**src/rtl/flit_pkg.sv**
```systemverilog
// Shared flit and lane definitions for the virtual-channel link
// (vc_allocator upstream, vc_input_buffer downstream).
package flit_pkg;

    typedef enum logic [1:0] {
        BODY      = 2'b00,
        HEAD      = 2'b01,
        TAIL      = 2'b10,
        HEAD_TAIL = 2'b11
    } flit_type_e;

    typedef enum logic [1:0] {
        IDLE  = 2'd0,
        RECV  = 2'd1,
        DRAIN = 2'd2
    } lane_state_e;

    // Type field position, counted down from the flit MSB.
    localparam int FLIT_TYPE_MSB = 0;
    localparam int FLIT_TYPE_LSB = 1;

    localparam int CREDIT_VC_W = 4;

    typedef struct packed {
        logic                   valid;
        logic [CREDIT_VC_W-1:0] vc;
    } credit_t;

    // Callers pass din[FLIT_SIZE-1-FLIT_TYPE_MSB : FLIT_SIZE-1-FLIT_TYPE_LSB].
    function automatic flit_type_e flit_type_of(input logic [1:0] type_field);
        return flit_type_e'(type_field);
    endfunction

endpackage

```
**src/rtl/vc_input_buffer_fifo.sv**
```systemverilog
// Single lane FIFO with first-word fall-through read data and a
// modulo-DEPTH pointer wrap (DEPTH need not be a power of two).
module vc_lane_fifo #(
    parameter int DEPTH = 5,
    parameter int WIDTH = 32
) (
    input  logic                       clk,
    input  logic                       reset,
    input  logic                       wr_en,
    input  logic [WIDTH-1:0]           wr_data,
    input  logic                       rd_en,
    output logic [WIDTH-1:0]           rd_data,
    output logic [$clog2(DEPTH+1)-1:0] count,
    output logic                       full,
    output logic                       empty
);

    localparam int CW = $clog2(DEPTH + 1);
    localparam int PW = (DEPTH > 1) ? $clog2(DEPTH) : 1;

    logic [WIDTH-1:0] mem_q [DEPTH];
    logic [PW-1:0]    wr_ptr_q, wr_ptr_d;
    logic [PW-1:0]    rd_ptr_q, rd_ptr_d;
    logic [CW-1:0]    count_q, count_d;
    logic             wr_ok, rd_ok;

    assign full  = (count_q == CW'(DEPTH));
    assign empty = (count_q == '0);
    assign wr_ok = wr_en && !full;
    assign rd_ok = rd_en && !empty;

    always_comb begin
        wr_ptr_d = wr_ptr_q;
        rd_ptr_d = rd_ptr_q;
        count_d  = count_q;
        if (wr_ok) begin
            wr_ptr_d = (wr_ptr_q == PW'(DEPTH - 1)) ? '0 : wr_ptr_q + 1'b1;
        end
        if (rd_ok) begin
            rd_ptr_d = (rd_ptr_q == PW'(DEPTH - 1)) ? '0 : rd_ptr_q + 1'b1;
        end
        case ({wr_ok, rd_ok})
            2'b10:   count_d = count_q + 1'b1;
            2'b01:   count_d = count_q - 1'b1;
            default: count_d = count_q;
        endcase
    end

    always_ff @(posedge clk) begin
        if (!reset) begin
            wr_ptr_q <= '0;
            rd_ptr_q <= '0;
            count_q  <= '0;
        end else begin
            wr_ptr_q <= wr_ptr_d;
            rd_ptr_q <= rd_ptr_d;
            count_q  <= count_d;
        end
    end

    // Storage needs no reset; the count decides what is valid.
    always_ff @(posedge clk) begin
        if (reset && wr_ok) begin
            mem_q[wr_ptr_q] <= wr_data;
        end
    end

    assign rd_data = mem_q[rd_ptr_q];
    assign count   = count_q;

endmodule

```
**src/rtl/vc_input_buffer.sv**
```systemverilog
// Input port of the VC link: per-lane FIFOs, per-lane packet FSM,
// credit return and sticky error flags.
//
// state | meaning
// IDLE  | lane free for allocation, expects HEAD or HEAD_TAIL
// RECV  | packet open, expects BODY or TAIL
// DRAIN | tail stored, lane released once its FIFO empties
module vc_input_buffer
    import flit_pkg::*;
#(
    parameter  int LANES_PER_CHANNEL = 2,
    parameter  int VC_DEPTH          = 5,
    parameter  int FLIT_SIZE         = 32,
    localparam int VCW = (LANES_PER_CHANNEL > 1) ? $clog2(LANES_PER_CHANNEL) : 1
) (
    input  logic                         clk,
    input  logic                         reset,
    input  logic [FLIT_SIZE-1:0]         din,
    input  logic                         din_valid,
    input  logic [VCW-1:0]               din_vc,
    input  logic                         rd_en,
    input  logic [VCW-1:0]               rd_vc,
    output logic [FLIT_SIZE-1:0]         dout,
    output logic [LANES_PER_CHANNEL-1:0] lane_nonempty,
    output logic [LANES_PER_CHANNEL-1:0] lane_idle,
    output logic                         credit_valid,
    output logic [VCW-1:0]               credit_vc,
    output logic                         overflow_err,
    output logic                         protocol_err
);

    localparam int L  = LANES_PER_CHANNEL;
    localparam int CW = $clog2(VC_DEPTH + 1);

    logic [FLIT_SIZE-1:0] rd_data [L];
    logic [CW-1:0]        count   [L];
    logic [L-1:0]         full, empty;
    logic [L-1:0]         wr_sel, wr_acc, rd_acc, proto_hit;
    logic                 ovf_hit;
    flit_type_e           din_type;
    lane_state_e          state_q [L];
    lane_state_e          state_d [L];

    logic                 credit_valid_q;
    logic [VCW-1:0]       credit_vc_q;
    logic                 overflow_q, protocol_q;

    assign din_type = flit_type_of(din[FLIT_SIZE-1-FLIT_TYPE_MSB : FLIT_SIZE-1-FLIT_TYPE_LSB]);

    always_comb begin
        wr_sel = '0;
        wr_acc = '0;
        rd_acc = '0;
        for (int i = 0; i < L; i++) begin
            wr_sel[i] = din_valid && (din_vc == VCW'(i));
            wr_acc[i] = wr_sel[i] && !full[i];
            rd_acc[i] = rd_en && (rd_vc == VCW'(i)) && !empty[i];
        end
        ovf_hit = |(wr_sel & full);
    end

    for (genvar g = 0; g < L; g++) begin : g_lane
        vc_lane_fifo #(
            .DEPTH (VC_DEPTH),
            .WIDTH (FLIT_SIZE)
        ) u_fifo (
            .clk     (clk),
            .reset   (reset),
            .wr_en   (wr_acc[g]),
            .wr_data (din),
            .rd_en   (rd_acc[g]),
            .rd_data (rd_data[g]),
            .count   (count[g]),
            .full    (full[g]),
            .empty   (empty[g])
        );
    end

    always_ff @(posedge clk) begin
        for (int i = 0; i < L; i++) begin
            if (!reset) begin
                state_q[i] <= IDLE;
            end else begin
                state_q[i] <= state_d[i];
            end
        end
    end

    always_comb begin
        for (int i = 0; i < L; i++) begin
            state_d[i] = state_q[i];
            case (state_q[i])
                IDLE: begin
                    if (wr_acc[i] && din_type == HEAD) begin
                        state_d[i] = RECV;
                    end else if (wr_acc[i] && din_type == HEAD_TAIL) begin
                        state_d[i] = DRAIN;
                    end
                end
                RECV: begin
                    if (wr_acc[i] && din_type == TAIL) begin
                        state_d[i] = DRAIN;
                    end
                end
                DRAIN: begin
                    // Last flit leaving with nothing arriving empties the lane.
                    if (rd_acc[i] && !wr_acc[i] && count[i] == CW'(1)) begin
                        state_d[i] = IDLE;
                    end
                end
                default: state_d[i] = IDLE;
            endcase
        end
    end

    always_comb begin
        proto_hit = '0;
        lane_idle = '0;
        for (int i = 0; i < L; i++) begin
            lane_idle[i] = (state_q[i] == IDLE);
            case (state_q[i])
                IDLE:    proto_hit[i] = wr_acc[i] && (din_type == BODY || din_type == TAIL);
                RECV:    proto_hit[i] = wr_acc[i] && (din_type == HEAD || din_type == HEAD_TAIL);
                DRAIN:   proto_hit[i] = wr_acc[i];
                default: proto_hit[i] = 1'b0;
            endcase
        end
    end

    always_ff @(posedge clk) begin
        if (!reset) begin
            credit_valid_q <= 1'b0;
            credit_vc_q    <= '0;
            overflow_q     <= 1'b0;
            protocol_q     <= 1'b0;
        end else begin
            credit_valid_q <= |rd_acc;
            if (|rd_acc) begin
                credit_vc_q <= rd_vc;
            end
            overflow_q <= overflow_q | ovf_hit;
            protocol_q <= protocol_q | (|proto_hit);
        end
    end

    always_comb begin
        dout = '0;
        for (int i = 0; i < L; i++) begin
            if (rd_vc == VCW'(i)) begin
                dout = rd_data[i];
            end
        end
    end

    assign lane_nonempty = ~empty;
    assign credit_valid  = credit_valid_q;
    assign credit_vc     = credit_vc_q;
    assign overflow_err  = overflow_q;
    assign protocol_err  = protocol_q;

endmodule

```
**config.mk**
```make
export PLATFORM = sky130hd
export DESIGN_NAME = vc_input_buffer
export DESIGN_NICKNAME = d
export VERILOG_FILES = /design/src/rtl/flit_pkg.sv /design/src/rtl/vc_input_buffer_fifo.sv /design/src/rtl/vc_input_buffer.sv
export SDC_FILE = /design/constraint.sdc
export NUM_CORES = 1
export LEC_CHECK = 0
export BUFFER_PORTS_ARGS = -buffer_cell sky130_fd_sc_hd__buf_2
export CAP_MARGIN = 20
export CORE_MARGIN = 4
export CORE_UTILIZATION = 38
export CTS_CLUSTER_DIAMETER = 80
export CTS_CLUSTER_SIZE = 24
export DETAILED_ROUTE_END_ITERATION = 10
export SLEW_MARGIN = 15
export SYNTH_ARGS = -nofsm -noshare
export SYNTH_HDL_FRONTEND = slang
export SYNTH_SLANG_ARGS = --single-unit
```
**constraint.sdc**
```tcl
create_clock -name clk -period 13.45 [get_ports clk]
set_clock_uncertainty 0.2 [all_clocks]
set_input_delay 0.6725 -clock clk [delete_from_list [all_inputs] [get_ports clk]]
set_output_delay 0.6725 -clock clk [all_outputs]
set_load 0.03 [all_outputs]
```
==> flow_summary.yaml, run 1 <==
layout:
  drive_gt1_share_pct: 17.3
  mostFrequentLayoutCell: "edfxtp_1"
  antennaDiodeCount: 0
  fin_util_pct: 42.6
  layout.nets: 1036
  area_delta_synth_final_pct: 11.0
  final_cell_mix: "320 x edfxtp_1, 81 x nor2_1, 80 x nand2_1"
worst_setup_path:
  cp.required_ns: 12.58
  cp-start-kind: "flop"
  critPathMaxFanout: 20
  end_kind: "output port"
  max_stage_delay_ns: 0.76
  crit_chain: "buf_4 > or2_1 > buf_4 > o211ai_1 > nor2_1 > a21oi_1 > buf_2"
  cp_common_cell: "buf_4"
  cp_data_arrival_time_ns: 3.16
  worstSetupPathType: "reg -> out"
  crit_path_top_delay_cell: "dfxtp_1"
detailed_routing:
  route.met3.wl_mm: 1.37
  wl_met1_mm: 14.2
  routed.top_layer: "met5"
  drt_iter0_drc: 593
  wl_mm: 30.4
  vias: 7652
  wl_per_cell_microns: 20.9
  wl_met2_mm: 14.4
  post-route-drc-count: 0
  ant_nets: 0
  viasPerCell: 5.26
  drt_first_pass_iters: 5
grt:
  overflow: 0
  grt_pass1_vias: 7813
  grtUsageTotal_pct: 15.2
  grt_max_degree: 67
  antenna_found_initial: 1
  grt_pass1_wl_mm: 46.9
sta:
  slew_viol_final: 0
  fmax_mhz: 248
  tightest_slew_ns: 1.08
  final.setup.tns_ns: 0
  period_share_pct: 30.0
  slew_headroom_pct: 27.8
  rsz0062_at_grt: "false"
  min_period_ns: 4.03
  hold_viol: 0
  setup_viol: 0
synth:
  synth_cells: 913
  synth_top_family_by_area: "multiplexers"
  syn_area_sq_mm: 0.0140
  ys_seq_area_share_pct: 73.1
  synth_edf_count: 320
  synthFlopType: "edfxtp_1"
  synthArstFlopShare_pct: 0
  yosys_warnings: 0
  yosys.area_share.simple_pct: 6.27
  syn_nets: 969
  synthAdderAreaFrac_pct: 1.61
  ys_seq_elements: 352
  synth_compound_area_share_pct: 6.42
  yosysUniqueCellTypes: 44
  avgSynthCellArea_sq_um: 15.4
  synthMuxAreaShare_pct: 9.99
  synth_xor_xnor_area_share_pct: 0.500
clocking:
  cts_buffers: 19
  clock-sinks: 352
  cts-hold-fix-buffers: 0
  cts_setup_buffers: 0
  insertion_delay_ns: 0.51
  htree_num_levels: 1
  cts_tree: "yes"
  clkTransAtPathRegs_ns: 0.09
  cts-root-buf: "clkbuf_16"
  ctsLongestPathBuffers: 3
  cts_resized: 0
floorplanning:
  num_rows: 70
  fp.dieW_microns: 200
  pin_count: 78
  start_util_pct: 38.4
  die-area_sq_mm: 0.0400
  core_area_sq_mm: 0.0365
  die_h_microns: 200
flow_run:
  maxCapViolations: 0
run_status:
  status: "complete, no violations"
place:
  port-buffer-count: 77
  dp_hpwl_mm: 17.3
  gp_congestion: 0.708
min_path:
  hold_class: "in -> reg"
power_and_ir_drop:
  power_density_mw_per_mm2: 130
  leakagePower_uw: 0.00501
  total_power_uw: 2020
  ir_drop_v: 0.0000821
[synthesized netlist by cell type, types with 12 or more instances]
cell / number / area (sq um)
inv_1: 12 / 45.0
buf_2: 17 / 85.1
o211ai_1: 32 / 240
ha_1: 18 / 225
a221oi_1: 33 / 289
edfxtp_1: 320 / 9610
dfxtp_1: 32 / 641
a21oi_1: 53 / 265
clkbuf_1: 27 / 101
mux2_2: 32 / 360
nor2_1: 85 / 319
nand2_1: 80 / 300
mux2i_1: 68 / 681
mux2_1: 32 / 360
[state kept, by name (all words and copies together), names as in the netlist, named ones only]
name / flops
g_lane.u_fifo.count: 6
g_lane.u_fifo.mem_q: 320
state_q: 4
credit_valid: 1
credit_vc: 1
g_lane.u_fifo.rd_ptr_q: 6
protocol_err: 1
g_lane.u_fifo.wr_ptr_q: 6
overflow_err: 1
[layer usage]
layer	up-vias	track usage, %
met2	168	25.3
li1	3562	-
met4	2	2.57
met1	3894	21.9
met3	26	2.05
met5	-	0
[area by class of cell]
cell class              count  area [sq um]
multi-input cells         495          3550
repair buffers             94           533
inverters                  18          67.6
flip-flops and latches    352         10300
clock buffers              23           490
clock inverters             4          87.6
fillers                  3296         21000
well taps                 468           586
[final timing paths]
path,from,endpoint,slack (ns),cells after the start
min reg2reg,overflow_err$_SDFF_PN0_,overflow_err$_SDFF_PN0_,0.27,2
min,din_valid,overflow_err$_SDFF_PN0_,0.24,3
max reg2reg,g_lane[0].u_fifo.count[1]$_SDFFE_PN0P_,g_lane[0].u_fifo.mem_q[2][26]$_DFFE_PP_,10.18,8
max,flop,dout[0],9.42,7
[critical path, delay by kind of cell (launching register included)]
family	cells	cell delay, ns
buffers and inverters	3	0.99
flip-flops	1	0.76
AND/OR/NAND/NOR	2	0.63
AO/OA/AOI/OAI	2	0.25
[logic make-up after synthesis]
| kind of cell | Yosys count |
|---|---|
| adder cells (fa/ha/maj) | 18 |
| flip-flops | 352 |
| XOR/XNOR | 8 |
| AO/OA/AOI/OAI | 134 |
| multiplexers | 132 |
| AND/OR/NAND/NOR | 203 |
| buffers and inverters | 66 |
[metrics by stage]
step / instances / instance area [sq um] / hold WS [ns] / setup WS [ns]
2_1_floorplan: 913 / 14000 / 0.248 / 8.55
3_3_place_gp: 1426 / 15000 / 0.250 / 9.93
3_5_place_dp: 1426 / 15000 / 0.259 / 9.90
4_1_cts: 1453 / 15500 / 0.218 / 9.33
5_1_grt: 1454 / 15600 / 0.257 / 9.12
6_report: 1454 / 15600 / 0.235 / 9.42
[where the power goes]
part / switching, uW / internal (uW) / total, uW
clock: 338 / 304 / 642
sequential: 8.43 / 1210 / 1210
combinational: 116 / 48.9 / 165
total: 463 / 1560 / 2020
Note: power is estimated with default switching activity, not from simulation.
==> run 2, diff against run 1 <==
- clock period: 13.45 -> 4.2 ns (I/O delays scaled with it)
==> run 2 against run 1 <==
Worst setup slack worse by 8.4 ns. Critical path depth is 2 lower. Combinational power rose to 3.4 times the previous value. Flip-flop and latch count unchanged. Sequential power grew to 3.2 times the previous value. Largest cell class unchanged. Highest routed layer is now met4.
==> flow_summary.yaml, run 2 (synthesis results as in run 1) <==
run_status:
  status: "complete, no violations"
worst_setup_path:
  max_stage_delay_ns: 0.75
  cp.required_ns: 3.79
  end_kind: "output port"
  cpLargestDelayFamily: "simple AND/OR/NAND/NOR gates"
  critPathBufInv: 2
  r2r-end: "g_lane[1].u_fifo.mem_q[4][18]$_DFFE_PP_"
  critPathMaxFanout: 18
  reg2reg_depth: 7
  cp-start-kind: "flop"
  cp_data_arrival_time_ns: 2.76
  worstSetupPathType: "reg -> out"
  crit_chain: "nor2_2 > buf_4 > nand2_1 > a21oi_1 > buf_2"
  rr_startpoint: "g_lane[1].u_fifo.count[1]$_SDFFE_PN0P_"
  crit_path_top_delay_cell: "nor2_2"
  reg2reg_slack_ns: 1.38
power_and_ir_drop:
  total_power_uw: 6370
  power_density_mw_per_mm2: 399
  leakagePower_uw: 0.00519
  ir_drop_v: 0.000297
sta:
  whs_ns: 0.0315
  fmax_mhz: 315
  rsz0062_at_grt: "false"
  slew_headroom_pct: 35.0
  hold_viol: 0
  tightest_slew_ns: 0.975
  final.setup.tns_ns: 0
  setup_viol: 0
  period_share_pct: 75.5
  worst_slack_ns: 1.03
  slew_viol_final: 0
  min_period_ns: 3.17
clocking:
  cts-root-buf: "clkbuf_16"
  ctsLongestPathBuffers: 3
  htree_num_levels: 1
  cts_setup_buffers: 0
  clkTransAtPathRegs_ns: 0.10
  cts_tree: "yes"
  cts_resized: 0
  clock-sinks: 352
  insertion_delay_ns: 0.51
  cts-hold-fix-buffers: 39
  cts_buffers: 19
layout:
  top_register: "g_lane.u_fifo.mem_q"
  antennaDiodeCount: 0
  area_delta_synth_final_pct: 13.9
  largest_reg_flops: 320
  drive_gt1_share_pct: 17.1
  layout.nets: 1083
  final_cell_mix: "320 x edfxtp_1, 81 x nor2_1, 80 x nand2_1"
  mostFrequentLayoutCell: "edfxtp_1"
grt:
  overflow: 0
  grt_pass1_vias: 7736
  grtUsageTotal_pct: 14.2
  grt_max_degree: 65
  grt_pass1_wl_mm: 44.8
  antenna_found_initial: 0
detailed_routing:
  wl_per_cell_microns: 19.2
  routed.top_layer: "met4"
  wl_met1_mm: 13.4
  wl_mm: 28.9
  drt_first_pass_iters: 5
  route.met3.wl_mm: 1.04
  ant_nets: 0
  post-route-drc-count: 0
  wl_met2_mm: 14.2
  viasPerCell: 5.09
  vias: 7652
  drt_iter0_drc: 361
min_path:
  min_from: "din_vc"
  hold_class: "in -> reg"
  min_to: "state_q[1][0]$_SDFFE_PN0P_"
  worstHoldPathCells: 4
place:
  port-buffer-count: 77
  dp_hpwl_mm: 17.9
  place_ws_ns: 1.35
  gp_congestion: 0.717
floorplanning:
  pin_count: 78
  die_h_microns: 200
  die-area_sq_mm: 0.0400
  fp.dieW_microns: 200
  core_area_sq_mm: 0.0365
  start_util_pct: 38.4
  num_rows: 70
flow_run:
  maxCapViolations: 0
run 2: layer usage:
| layer | up-vias | global-route usage (%) |
|---|---|---|
| met3 | 24 | 1.70 |
| met2 | 131 | 24.1 |
| li1 | 3658 | - |
| met4 | 0 | 2.24 |
| met1 | 3839 | 20.4 |
| met5 | - | 0 |
run 2: worst max path at each step:
stage | start | end | slack [ns] | depth (start not counted)
2_1_floorplan | g_lane[1].u_fifo.count[1]$_SDFFE_PN0P_ | g_lane[1].u_fifo.mem_q[2][0]$_DFFE_PP_ | 0.24 | 6
3_3_place_gp | g_lane[1].u_fifo.count[1]$_SDFFE_PN0P_ | g_lane[1].u_fifo.mem_q[1][15]$_DFFE_PP_ | 1.38 | 7
3_5_place_dp | g_lane[1].u_fifo.count[1]$_SDFFE_PN0P_ | g_lane[1].u_fifo.mem_q[3][18]$_DFFE_PP_ | 1.35 | 7
4_1_cts | flop | dout[9] | 0.85 | 5
5_1_grt | flop | dout[9] | 0.79 | 5
6_report | flop | dout[14] | 1.03 | 5
run 2: cell type report:
class | count | area, sq um
clock buffer | 26 | 502
clock inverter | 2 | 36.3
fill | 3252 | 20600
inverter | 18 | 67.6
multi-input combinational | 495 | 3550
sequential | 352 | 10300
tap | 468 | 586
timing repair buffer | 141 | 976
run 2: worst reg2reg max path, cell delays in order (launching register included):
cell     delay (ns)
dfxtp_1        0.35
inv_1          0.08
ha_1           0.23
and2_1         0.20
nor2_1         0.38
inv_2          0.15
nor2_4         0.52
buf_4          0.39
run 2: stage by stage:
step | area (sq um) | util, % | cells
after global routing | 16000 | 43.7 | 1502
after global placement | 15000 | 41.2 | 1435
after detailed placement | 15000 | 41.2 | 1435
final | 16000 | 43.7 | 1502
after floorplan | 14000 | - | 913
after CTS | 16000 | 43.7 | 1502
run 2: power by group:
group / internal [uW] / total, uW / switching, uW
Clock: 859 / 1920 / 1060
Sequential: 3860 / 3890 / 29.6
Combinational: 184 / 555 / 371
Total: 4900 / 6370 / 1460
